File: src/rtl/pe_reducer_sched_pkg.sv
// Shared types and sizing for the PE reducer sequencer: FSM states, lane record
// and the widths used by both the interface and the sequencer.
package pe_reducer_sched_pkg;

  localparam int LANES   = 3;
  localparam int ADDR_W  = 7;
  localparam int DATA_W  = 16;
  localparam int NNZ_W   = 9;
  localparam int TMO_W   = 8;
  localparam int LADDR_W = 3 * ADDR_W;
  localparam int LCNT_W  = $clog2(LANES + 1);

  typedef enum logic [2:0] {
    ST_IDLE    = 3'd0,
    ST_COLLECT = 3'd1,
    ST_ISSUE   = 3'd2,
    ST_WAIT    = 3'd3,
    ST_DONE    = 3'd4
  } state_t;

  typedef struct packed {
    logic [LADDR_W-1:0] addr;
    logic [DATA_W-1:0]  w;
    logic [DATA_W-1:0]  ia;
  } lane_t;

  // A zero lane contributes a zero product, so it is safe as padding.
  function automatic lane_t lane_zero();
    lane_t z;
    z.addr = {LADDR_W{1'b0}};
    z.w    = {DATA_W{1'b0}};
    z.ia   = {DATA_W{1'b0}};
    return z;
  endfunction

endpackage

File: src/rtl/pe_reducer_sched_if.sv
// Tile command, entry stream and PE issue bundle between a tile source,
// the sequencer (slave side) and the PE reducer.
interface pe_reducer_sched_if;
  import pe_reducer_sched_pkg::*;

  logic                             start;
  logic [NNZ_W-1:0]                 nnz;
  logic                             ent_valid;
  logic                             ent_ready;
  logic [LADDR_W-1:0]               ent_addr;
  logic [DATA_W-1:0]                ent_w;
  logic [DATA_W-1:0]                ent_ia;
  logic                             pe_start;
  logic [LANES-1:0][LADDR_W-1:0]    pe_addr;
  logic [LANES-1:0][DATA_W-1:0]     pe_w;
  logic [LANES-1:0][DATA_W-1:0]     pe_ia;
  logic                             pe_finish;
  logic                             busy;
  logic                             done;
  logic [NNZ_W-1:0]                 groups;
  logic                             err;

  modport slave (
    input  start, nnz, ent_valid, ent_addr, ent_w, ent_ia, pe_finish,
    output ent_ready, pe_start, pe_addr, pe_w, pe_ia, busy, done, groups, err
  );

  modport master (
    output start, nnz, ent_valid, ent_addr, ent_w, ent_ia, pe_finish,
    input  ent_ready, pe_start, pe_addr, pe_w, pe_ia, busy, done, groups, err
  );

endinterface

File: src/rtl/pe_reducer_sched.sv
// Sequencer in front of the PE reducer: packs a tile's nonzero entries LANES
// at a time, issues each group to the PE and waits for it to finish.
module pe_reducer_sched
  import pe_reducer_sched_pkg::*;
(
  input  logic              clk,
  input  logic              rst,
  pe_reducer_sched_if.slave bus
);

  localparam logic [TMO_W-1:0] TMO_MAX = {TMO_W{1'b1}};

  state_t             state_r;
  lane_t              lanes_r [LANES];
  logic [LCNT_W-1:0]  lane_cnt_r;
  logic [NNZ_W-1:0]   remaining_r;
  logic [TMO_W-1:0]   tmo_r;
  logic               pe_start_r;
  logic               busy_r;
  logic               done_r;
  logic               err_r;
  logic [NNZ_W-1:0]   groups_r;

  logic               ready_s;
  logic               accept_s;
  logic               last_s;
  lane_t              ent_s;

  assign ent_s = '{addr: bus.ent_addr, w: bus.ent_w, ia: bus.ent_ia};

  // Entry handshake and end-of-group detection from registered state only.
  always_comb begin
    ready_s = 1'b0;
    if ((state_r == ST_COLLECT) && (lane_cnt_r < LCNT_W'(LANES)) &&
        (remaining_r != {NNZ_W{1'b0}})) begin
      ready_s = 1'b1;
    end else begin
      ready_s = 1'b0;
    end
    accept_s = ready_s & bus.ent_valid;
    last_s   = (lane_cnt_r == LCNT_W'(LANES - 1)) || (remaining_r == NNZ_W'(1));
  end

  // Tile sequencing FSM with all outputs registered alongside the state.
  always_ff @(posedge clk) begin
    if (rst) begin
      state_r     <= ST_IDLE;
      lane_cnt_r  <= {LCNT_W{1'b0}};
      remaining_r <= {NNZ_W{1'b0}};
      tmo_r       <= {TMO_W{1'b0}};
      pe_start_r  <= 1'b0;
      busy_r      <= 1'b0;
      done_r      <= 1'b0;
      err_r       <= 1'b0;
      groups_r    <= {NNZ_W{1'b0}};
      for (int i = 0; i < LANES; i++) lanes_r[i] <= lane_zero();
    end else begin
      pe_start_r <= 1'b0;
      done_r     <= 1'b0;
      case (state_r)
        ST_IDLE: begin
          if (bus.start) begin
            groups_r <= {NNZ_W{1'b0}};
            err_r    <= 1'b0;
            busy_r   <= 1'b1;
            if (bus.nnz != {NNZ_W{1'b0}}) begin
              remaining_r <= bus.nnz;
              lane_cnt_r  <= {LCNT_W{1'b0}};
              for (int i = 0; i < LANES; i++) lanes_r[i] <= lane_zero();
              state_r     <= ST_COLLECT;
            end else begin
              done_r  <= 1'b1;
              state_r <= ST_DONE;
            end
          end
        end
        ST_COLLECT: begin
          if (accept_s) begin
            lanes_r[lane_cnt_r] <= ent_s;
            lane_cnt_r          <= lane_cnt_r + LCNT_W'(1);
            remaining_r         <= remaining_r - NNZ_W'(1);
            if (last_s) begin
              pe_start_r <= 1'b1;
              state_r    <= ST_ISSUE;
            end
          end
        end
        ST_ISSUE: begin
          groups_r <= groups_r + NNZ_W'(1);
          tmo_r    <= {TMO_W{1'b0}};
          state_r  <= ST_WAIT;
        end
        ST_WAIT: begin
          // A finish arriving on the timeout cycle still completes normally.
          if (bus.pe_finish) begin
            if (remaining_r == {NNZ_W{1'b0}}) begin
              done_r  <= 1'b1;
              state_r <= ST_DONE;
            end else begin
              lane_cnt_r <= {LCNT_W{1'b0}};
              for (int i = 0; i < LANES; i++) lanes_r[i] <= lane_zero();
              state_r    <= ST_COLLECT;
            end
          end else if (tmo_r == TMO_MAX) begin
            err_r   <= 1'b1;
            done_r  <= 1'b1;
            state_r <= ST_DONE;
          end else begin
            tmo_r <= tmo_r + TMO_W'(1);
          end
        end
        ST_DONE: begin
          busy_r  <= 1'b0;
          state_r <= ST_IDLE;
        end
        default: begin
          busy_r  <= 1'b0;
          state_r <= ST_IDLE;
        end
      endcase
    end
  end

  for (genvar g = 0; g < LANES; g++) begin : g_lane_out
    assign bus.pe_addr[g] = lanes_r[g].addr;
    assign bus.pe_w[g]    = lanes_r[g].w;
    assign bus.pe_ia[g]   = lanes_r[g].ia;
  end

  assign bus.ent_ready = ready_s;
  assign bus.pe_start  = pe_start_r;
  assign bus.busy      = busy_r;
  assign bus.done      = done_r;
  assign bus.groups    = groups_r;
  assign bus.err       = err_r;

endmodule

File: src/flat_wrapper.sv
// flat-port wrapper written by rule: the top's interface ports become plain ports
module pe_reducer_sched_flat import pe_reducer_sched_pkg::*;
  (clk, rst, bus_start, bus_nnz, bus_ent_valid, bus_ent_addr, bus_ent_w, bus_ent_ia, bus_pe_finish, bus_ent_ready, bus_pe_start, bus_pe_addr, bus_pe_w, bus_pe_ia, bus_busy, bus_done, bus_groups, bus_err);
  pe_reducer_sched_if bus_i ();
  input  logic clk;
  input  logic rst;
  input wire logic [$bits(bus_i.start)-1:0] bus_start;
  input wire logic [$bits(bus_i.nnz)-1:0] bus_nnz;
  input wire logic [$bits(bus_i.ent_valid)-1:0] bus_ent_valid;
  input wire logic [$bits(bus_i.ent_addr)-1:0] bus_ent_addr;
  input wire logic [$bits(bus_i.ent_w)-1:0] bus_ent_w;
  input wire logic [$bits(bus_i.ent_ia)-1:0] bus_ent_ia;
  input wire logic [$bits(bus_i.pe_finish)-1:0] bus_pe_finish;
  output wire logic [$bits(bus_i.ent_ready)-1:0] bus_ent_ready;
  output wire logic [$bits(bus_i.pe_start)-1:0] bus_pe_start;
  output wire logic [$bits(bus_i.pe_addr)-1:0] bus_pe_addr;
  output wire logic [$bits(bus_i.pe_w)-1:0] bus_pe_w;
  output wire logic [$bits(bus_i.pe_ia)-1:0] bus_pe_ia;
  output wire logic [$bits(bus_i.busy)-1:0] bus_busy;
  output wire logic [$bits(bus_i.done)-1:0] bus_done;
  output wire logic [$bits(bus_i.groups)-1:0] bus_groups;
  output wire logic [$bits(bus_i.err)-1:0] bus_err;
  assign bus_i.start = bus_start;
  assign bus_i.nnz = bus_nnz;
  assign bus_i.ent_valid = bus_ent_valid;
  assign bus_i.ent_addr = bus_ent_addr;
  assign bus_i.ent_w = bus_ent_w;
  assign bus_i.ent_ia = bus_ent_ia;
  assign bus_i.pe_finish = bus_pe_finish;
  assign bus_ent_ready = bus_i.ent_ready;
  assign bus_pe_start = bus_i.pe_start;
  assign bus_pe_addr = bus_i.pe_addr;
  assign bus_pe_w = bus_i.pe_w;
  assign bus_pe_ia = bus_i.pe_ia;
  assign bus_busy = bus_i.busy;
  assign bus_done = bus_i.done;
  assign bus_groups = bus_i.groups;
  assign bus_err = bus_i.err;
  pe_reducer_sched u_core (.clk(clk), .rst(rst), .bus(bus_i));
endmodule
File: config.mk
export PLATFORM = sky130hd
export DESIGN_NAME = pe_reducer_sched_flat
export DESIGN_NICKNAME = d
export VERILOG_FILES = /design/src/rtl/pe_reducer_sched_pkg.sv /design/src/rtl/pe_reducer_sched_if.sv /design/src/rtl/pe_reducer_sched.sv /design/src/flat_wrapper.sv
export SDC_FILE = /design/constraint.sdc
export NUM_CORES = 1
export LEC_CHECK = 0
export CAP_MARGIN = 20
export CORE_MARGIN = 3
export CORE_UTILIZATION = 30
export DETAILED_ROUTE_END_ITERATION = 6
export PLACE_DENSITY_LB_ADDON = 0.05
export SLEW_MARGIN = 10
export SYNTH_ARGS = -nofsm -noshare
export SYNTH_HDL_FRONTEND = slang
export SYNTH_SLANG_ARGS = --single-unit
File: constraint.sdc
create_clock -name clk -period 5.2 [get_ports clk]
set_input_delay 0.52 -clock clk [delete_from_list [all_inputs] [get_ports clk]]
set_output_delay 0.52 -clock clk [all_outputs]
set_load 0.005 [all_outputs]
==> results of run 1 <==
[placed cells by master (no fill, tap or decap), types with 3 or more instances in the layout]
cell type	count
clkdlybuf4s50_1	239
and3_1	160
edfxtp_1	159
dfxtp_1	35
nor2_1	32
nand2_1	24
a21oi_1	22
clkbuf_16	17
nor3_1	11
nand3_1	11
o21ai_0	6
o21ai_1	6
a21o_1	6
ha_1	6
inv_1	5
or3_1	5
buf_4	5
nor4_1	4
nand3b_1	4
inv_6	4
nand2_2	3
mux2_2	3
nand2b_1	3
o21a_1	3
a211oi_1	3
a31oi_1	3
xnor2_1	3
ha_2	3
inv_8	3
buf_12	3
[final cells by class]
| type | count | area, sq um | share of cell area |
|---|---|---|---|
| well taps | 330 | 413 | 0.0367 |
| multi-input cells | 358 | 2250 | 0.200 |
| clock inverters | 15 | 168 | 0.0149 |
| clock buffers | 17 | 425 | 0.0378 |
| repair buffers | 247 | 2490 | 0.221 |
| inverters | 5 | 18.8 | 0.00167 |
| flip-flops and latches | 194 | 5480 | 0.487 |
[per-stage QoR]
stage                     instances  hold slack [ns]  instance area, sq um
final                          1166            0.493                 11200
after global routing           1166            0.529                 11200
after CTS                      1165            0.489                 11200
after detailed placement       1133            0.478                 10600
after global placement         1133            0.475                 10600
after floorplan                 602            0.458                  7940
[worst reg2reg max path, delay by kind of cell (launching register included)]
family | cells | cell delay, ns
AND/OR/NAND/NOR | 4 | 1.66
buffers and inverters | 2 | 0.88
flip-flops | 1 | 0.56
[cell families (layout without fill, tap and decap cells)]
family / Yosys count / count (layout) / share of synthesized area
DFF: 194 / 194 / 0.690
and+or+nand+nor: 274 / 274 / 0.200
buffers and inverters: 50 / 284 / 0.0282
adders and majority gates: 9 / 9 / 0.0142
xor gates and xnor gates: 5 / 5 / 0.00552
muxes: 5 / 5 / 0.00694
AOI/OAI and AO/OA: 65 / 65 / 0.0552
[per-layer routing]
layer	GRT usage	wire length [microns]	up-vias
met2	0.264	11200	231
met5	0	0	-
li1	-	-	2716
met3	0.0390	1530	29
met1	0.202	9700	2799
met4	0.0551	497	0
[worst min-delay path by stage]
stage	from	to	slack, ns	depth (start not counted)
6_report	u_core.remaining_r[1]	u_core.remaining_r[1]	0.49	2
3_5_place_dp	u_core.remaining_r[1]	u_core.remaining_r[1]	0.48	2
3_3_place_gp	u_core.remaining_r[1]	u_core.remaining_r[1]	0.48	2
4_1_cts	u_core.remaining_r[1]	u_core.remaining_r[1]	0.49	2
5_1_grt	u_core.bus.busy	u_core.bus.busy	0.53	2
2_1_floorplan	u_core.remaining_r[1]	u_core.remaining_r[1]	0.46	2
[where the power goes]
| part | leakage [nW] | total, mW | switching (mW) | internal (mW) |
|---|---|---|---|---|
| combinational | 2.32 | 0.480 | 0.230 | 0.251 |
| sequential | 2.02 | 1.84 | 0.0484 | 1.79 |
| clock | 0.284 | 1.33 | 0.644 | 0.685 |
[state kept, by name, summed over array words and instances (netlist names)]
name                 count
u_core.bus.busy          1
u_core.bus.done          1
u_core.bus.err           1
u_core.bus.groups        9
u_core.bus.pe_start      1
u_core.lane_cnt_r        2
u_core.lanes_r         159
u_core.remaining_r       9
u_core.state_r           3
u_core.tmo_r             8
==> run_results.csv, run 1 <==
group,metric,value,unit
floorplanning,core.rowCount,58,
worst_setup_path,cpMaxStageDelayCell,"or3b_2",
clock_network,post-cts-setup-buffers,0,
worst_setup_path,cpPeakStageDelay,0.71,ns
hold_path,hp-class,"reg -> reg",
pwr,total_power,3.64,mW
timing,finalHoldViolations,0,
place,place.gp.congestion,0.785,
worst_setup_path,r2r-end,"u_core.lanes_r[0][3]",
timing,maxSlewViolCount,0,
clock_network,cts_max_level,4,
clock_network,cts_buffers,17,
synthesis,synth_commonest_cells,"and3_1 (160), edfxtp_1 (159), dfxtp_1 (35)",
finish,fin_util,0.439,
routing,drt-initial-drc-count,395,
pwr,ir_worst_vdd,0.174,mV
floorplanning,die_h,169,microns
synthesis,synth_seq_cells,194,
pwr,power_density,324,mW/mm^2
synthesis,synth_top_area_frac,0.602,
clock_network,cts-root-buf,"clkbuf_16",
clock_network,cts_tree,"yes",
status,status,"complete, no violations",
routing,vias_per_cell,4.95,
place,dp_slack,1.66,ns
synthesis,syn_avg_cell_area,13.2,sq um
timing,fin_crit,3.43,ns
synthesis,yosysSeqAreaShare,0.690,
synthesis,yosysTopAreaCell,"edfxtp_1",
worst_setup_path,path_depth,6,
place,hpwl,15600,microns
synthesis,syn_area,0.00794,sq mm
floorplanning,die_x,169,microns
synthesis,synth_top_flop_cell,"edfxtp_1",
worst_setup_path,cp.arrival,3.56,ns
timing,finalSetupTns,0,ns
worst_setup_path,reg2regPathDepth,6,
floorplanning,initial_core_util,0.310,
timing,rsz0062_at_grt,"no",
worst_setup_path,timing.rr.start,"u_core.state_r[0]",
grt,antenna_found_initial,0,
pwr,p_leak,4.62,nW
finish,antenna_cells,0,
routing,post_drt_wl_per_cell,19.7,microns
timing,finalClockSkew,0.0167,ns
worst_setup_path,crit_required,5.33,ns
timing,setup_viol,0,
place,io_buffers,239,
finish,fillers,2359,
synthesis,ys.warnings.count,0,
grt,grt_overflow,0,
worst_setup_path,start_kind,"flip-flop",
routing,wl,23000,microns
worst_setup_path,cp_top_family,"simple AND/OR/NAND/NOR gates",
worst_setup_path,worstSetupPathType,"reg -> reg",
synthesis,synth.distinct_cells,58,
synthesis,synth_edf_count,159,
clock_network,ctsHoldBuffers,0,
synthesis,synth_area_leaders,"edfxtp_1 (60%), and3_1 (13%), dfxtp_1 (8.8%)",
finish,drive_above_1_share,0.0682,
floorplanning,core,0.0256,sq mm
worst_setup_path,critical_path.cell_chain,"or3b_2 > nor3_4 > buf_4 > nand2_1 > nand2_2 > buf_12",
timing,period_share,0.660,
synthesis,async_flop_share,0,
clock_network,cts_resized,0,
worst_setup_path,cp-startpoint,"u_core.state_r[0]",
grt,grt_pass1_wl,34900,microns
floorplanning,io_pins,240,
worst_setup_path,critPathMaxFanout,87,
routing,drtAntennaViolNets,0,
floorplanning,die-area,0.0284,sq mm
timing,tightest_slew,0.947,ns
clock_network,clkLatencyLatePin,0.44,ns
clock_network,clkSlewWorstSetupHoldPaths,0.08,ns
clock_network,cts_max_path_buffers,2,
routing,firstDrtPassIters,5,
timing,max_freq,0.291,GHz
finish,area_delta_synth_final,41.7,%
grt,grt_max_degree,88,
synthesis,synthCells,602,
routing,vias,5775,
worst_setup_path,worstSetupEndpoint,"u_core.lanes_r[0][3]",
worst_setup_path,cp_num_buf_inv,2,
timing,post-route-worst-setup-slack,1.77,ns
grt,grt_pass1_vias,5905,
job,maxCapViolCount,0,
timing,relSlewSlack,0.369,
worst_setup_path,end_kind,"flip-flop",
routing,drc,0,
clock_network,cts_num_sinks,194,
synthesis,yosysMostFrequentCell,"and3_1",
worst_setup_path,r2r_setup_slack,1.77,ns
grt,grtUsageTotal,0.158,
synthesis,syn-num-nets,678,
finish,nets,899,
No activity file was read; power rests on OpenSTA's default activity.
==> inputs of run 2 (changes only) <==
- clock period: 5.2 -> 2.86 ns (I/O delays scaled with it)
==> run 2 against run 1 <==
Setup slack worse by 1.6 ns; first-iteration DRC count down 41%; via count decreased by 0.10%; worst hold slack improved by 0.0035 ns; sequential power increased by 81%; design area up 0.37%; critical path type is now reg -> out; critical endpoint is now bus_ent_ready; largest cell class unchanged.
==> run_results.csv, run 2 (synthesis results as in run 1) <==
group,metric,value,unit
clock_network,post-cts-setup-buffers,0,
clock_network,cts_buffers,17,
timing,finalSetupTns,0,ns
worst_setup_path,cp_top_family,"simple AND/OR/NAND/NOR gates",
timing,tightest_slew,0.770,ns
routing,firstDrtPassIters,4,
grt,grtUsageTotal,0.154,
worst_setup_path,cp.arrival,2.43,ns
pwr,p_leak,4.65,nW
routing,wl,22700,microns
status,status,"complete, no violations",
worst_setup_path,critical_path.cell_chain,"or3b_2 > nor3b_1 > clkdlybuf4s50_1",
finish,fin_util,0.440,
worst_setup_path,cp_num_buf_inv,1,
routing,drc,0,
place,place.gp.congestion,0.810,
grt,grt_overflow,0,
pwr,ir_worst_vdd,0.372,mV
finish,stdcell_count,1174,
timing,max_freq,0.368,GHz
finish,mostFrequentLayoutCells,"clkdlybuf4s50_1 (239), and3_1 (160), edfxtp_1 (159), dfxtp_1 (35), nor2_1 (32)",
timing,relSlewSlack,0.484,
finish,final_cell_area,0.0113,sq mm
finish,multi_input_area,0.00225,sq mm
finish,antenna_cells,0,
routing,vias_per_cell,4.91,
hold_path,hp-class,"reg -> reg",
clock_network,cts-root-buf,"clkbuf_16",
worst_setup_path,crit_required,2.57,ns
clock_network,cts_tree,"yes",
timing,finalClockSkew,0.0144,ns
timing,setup_viol,0,
place,hpwl,15200,microns
floorplanning,core.rowCount,58,
worst_setup_path,reg2regPathDepth,8,
routing,drt-initial-drc-count,233,
routing,vias,5769,
clock_network,cts_max_path_buffers,2,
clock_network,cts_num_sinks,194,
timing,fin_crit,2.72,ns
place,io_buffers,239,
finish,largest-register,"u_core.lanes_r",
worst_setup_path,worstSetupPathType,"reg -> out",
clock_network,cts_max_level,4,
clock_network,clkLatencyLatePin,0.43,ns
worst_setup_path,critPathMaxFanout,8,
worst_setup_path,cpMaxStageDelayCell,"or3b_2",
floorplanning,die_h,169,microns
grt,grt_max_degree,151,
grt,antenna_found_initial,0,
finish,fillers,2307,
pwr,power_density,582,mW/mm^2
finish,drive_above_1_share,0.0758,
timing,maxSlewViolCount,0,
finish,largest_reg_flops,159,
clock_network,cts_resized,0,
floorplanning,core,0.0256,sq mm
worst_setup_path,path_depth,3,
clock_network,ctsHoldBuffers,0,
grt,grt_pass1_vias,5837,
timing,period_share,0.950,
routing,drtAntennaViolNets,0,
floorplanning,io_pins,240,
place,dpl.cell_count,1142,
grt,grt_pass1_wl,33900,microns
worst_setup_path,start_kind,"flip-flop",
finish,nets,907,
hold_path,hold_depth,2,
job,maxCapViolCount,0,
routing,post_drt_wl_per_cell,19.4,microns
place,postPlaceCellArea,0.0107,sq mm
worst_setup_path,cpPeakStageDelay,0.60,ns
floorplanning,initial_core_util,0.310,
clock_network,clkSlewWorstSetupHoldPaths,0.08,ns
finish,mostFrequentLayoutCell,"clkdlybuf4s50_1",
timing,finalHoldViolations,0,
floorplanning,die-area,0.0284,sq mm
finish,regArea,0.00548,sq mm
finish,area_delta_synth_final,42.2,%
timing,rsz0062_at_grt,"no",
worst_setup_path,end_kind,"output port",
timing,fin_hold_ws,0.497,ns
floorplanning,die_x,169,microns
## run 2: cell count changes in the layout (fill, tap and decap cells not counted)
cell        before  now
clkinvlp_4       2    0
buf_12           3    2
inv_8            3    1
clkinv_1         1    2
buf_4            5   14
bufinv_16        1    0
clkinv_8         2    4
inv_6            4    5
inv_12           0    1
## run 2: tightest hold or removal path: stages (launching register included)
cell	delay, ns
dfxtp_1	0.34
nand2_1	0.06
a21oi_1	0.05
## run 2: final cells by class
type / count / share of cell area
clock buffers: 17 / 0.0377
clock inverters: 15 / 0.0143
inverters: 5 / 0.00166
multi-input cells: 358 / 0.200
flip-flops and latches: 194 / 0.485
well taps: 330 / 0.0366
repair buffers: 255 / 0.225
## run 2: final timing paths
check                                      startpoint                    end  slack (ns)
worst max-delay path                u_core.state_r[0]          bus_ent_ready        0.14
worst min-delay path            u_core.remaining_r[1]  u_core.remaining_r[1]        0.50
worst max register to register  u_core.remaining_r[0]   u_core.lanes_r[2][7]        0.38
worst min register to register  u_core.remaining_r[1]  u_core.remaining_r[1]        0.50
## run 2: layer usage
| layer | share of wire | vias to the layer above | GRT usage |
|---|---|---|---|
| met5 | 0 | - | 0 |
| met4 | 0.021 | 0 | 0.0583 |
| met3 | 0.061 | 22 | 0.0371 |
| met2 | 0.49 | 203 | 0.265 |
| met1 | 0.42 | 2821 | 0.189 |
| li1 | - | 2723 | - |
## run 2: power breakdown
group          total [mW]  switching, mW  internal [mW]
clock network        2.35           1.18           1.17
logic               0.892          0.429          0.463
registers            3.33         0.0781           3.25
total                6.57           1.69           4.88
## run 2: per-stage QoR
stage / power (mW) / worst slack, ns
after CTS: 6.67 / 0.138
after global routing: 6.83 / 0.0231
after global placement: 4.28 / 0.202
final: 6.57 / 0.144
after detailed placement: 4.29 / 0.185
after floorplan: 3.69 / -0.234
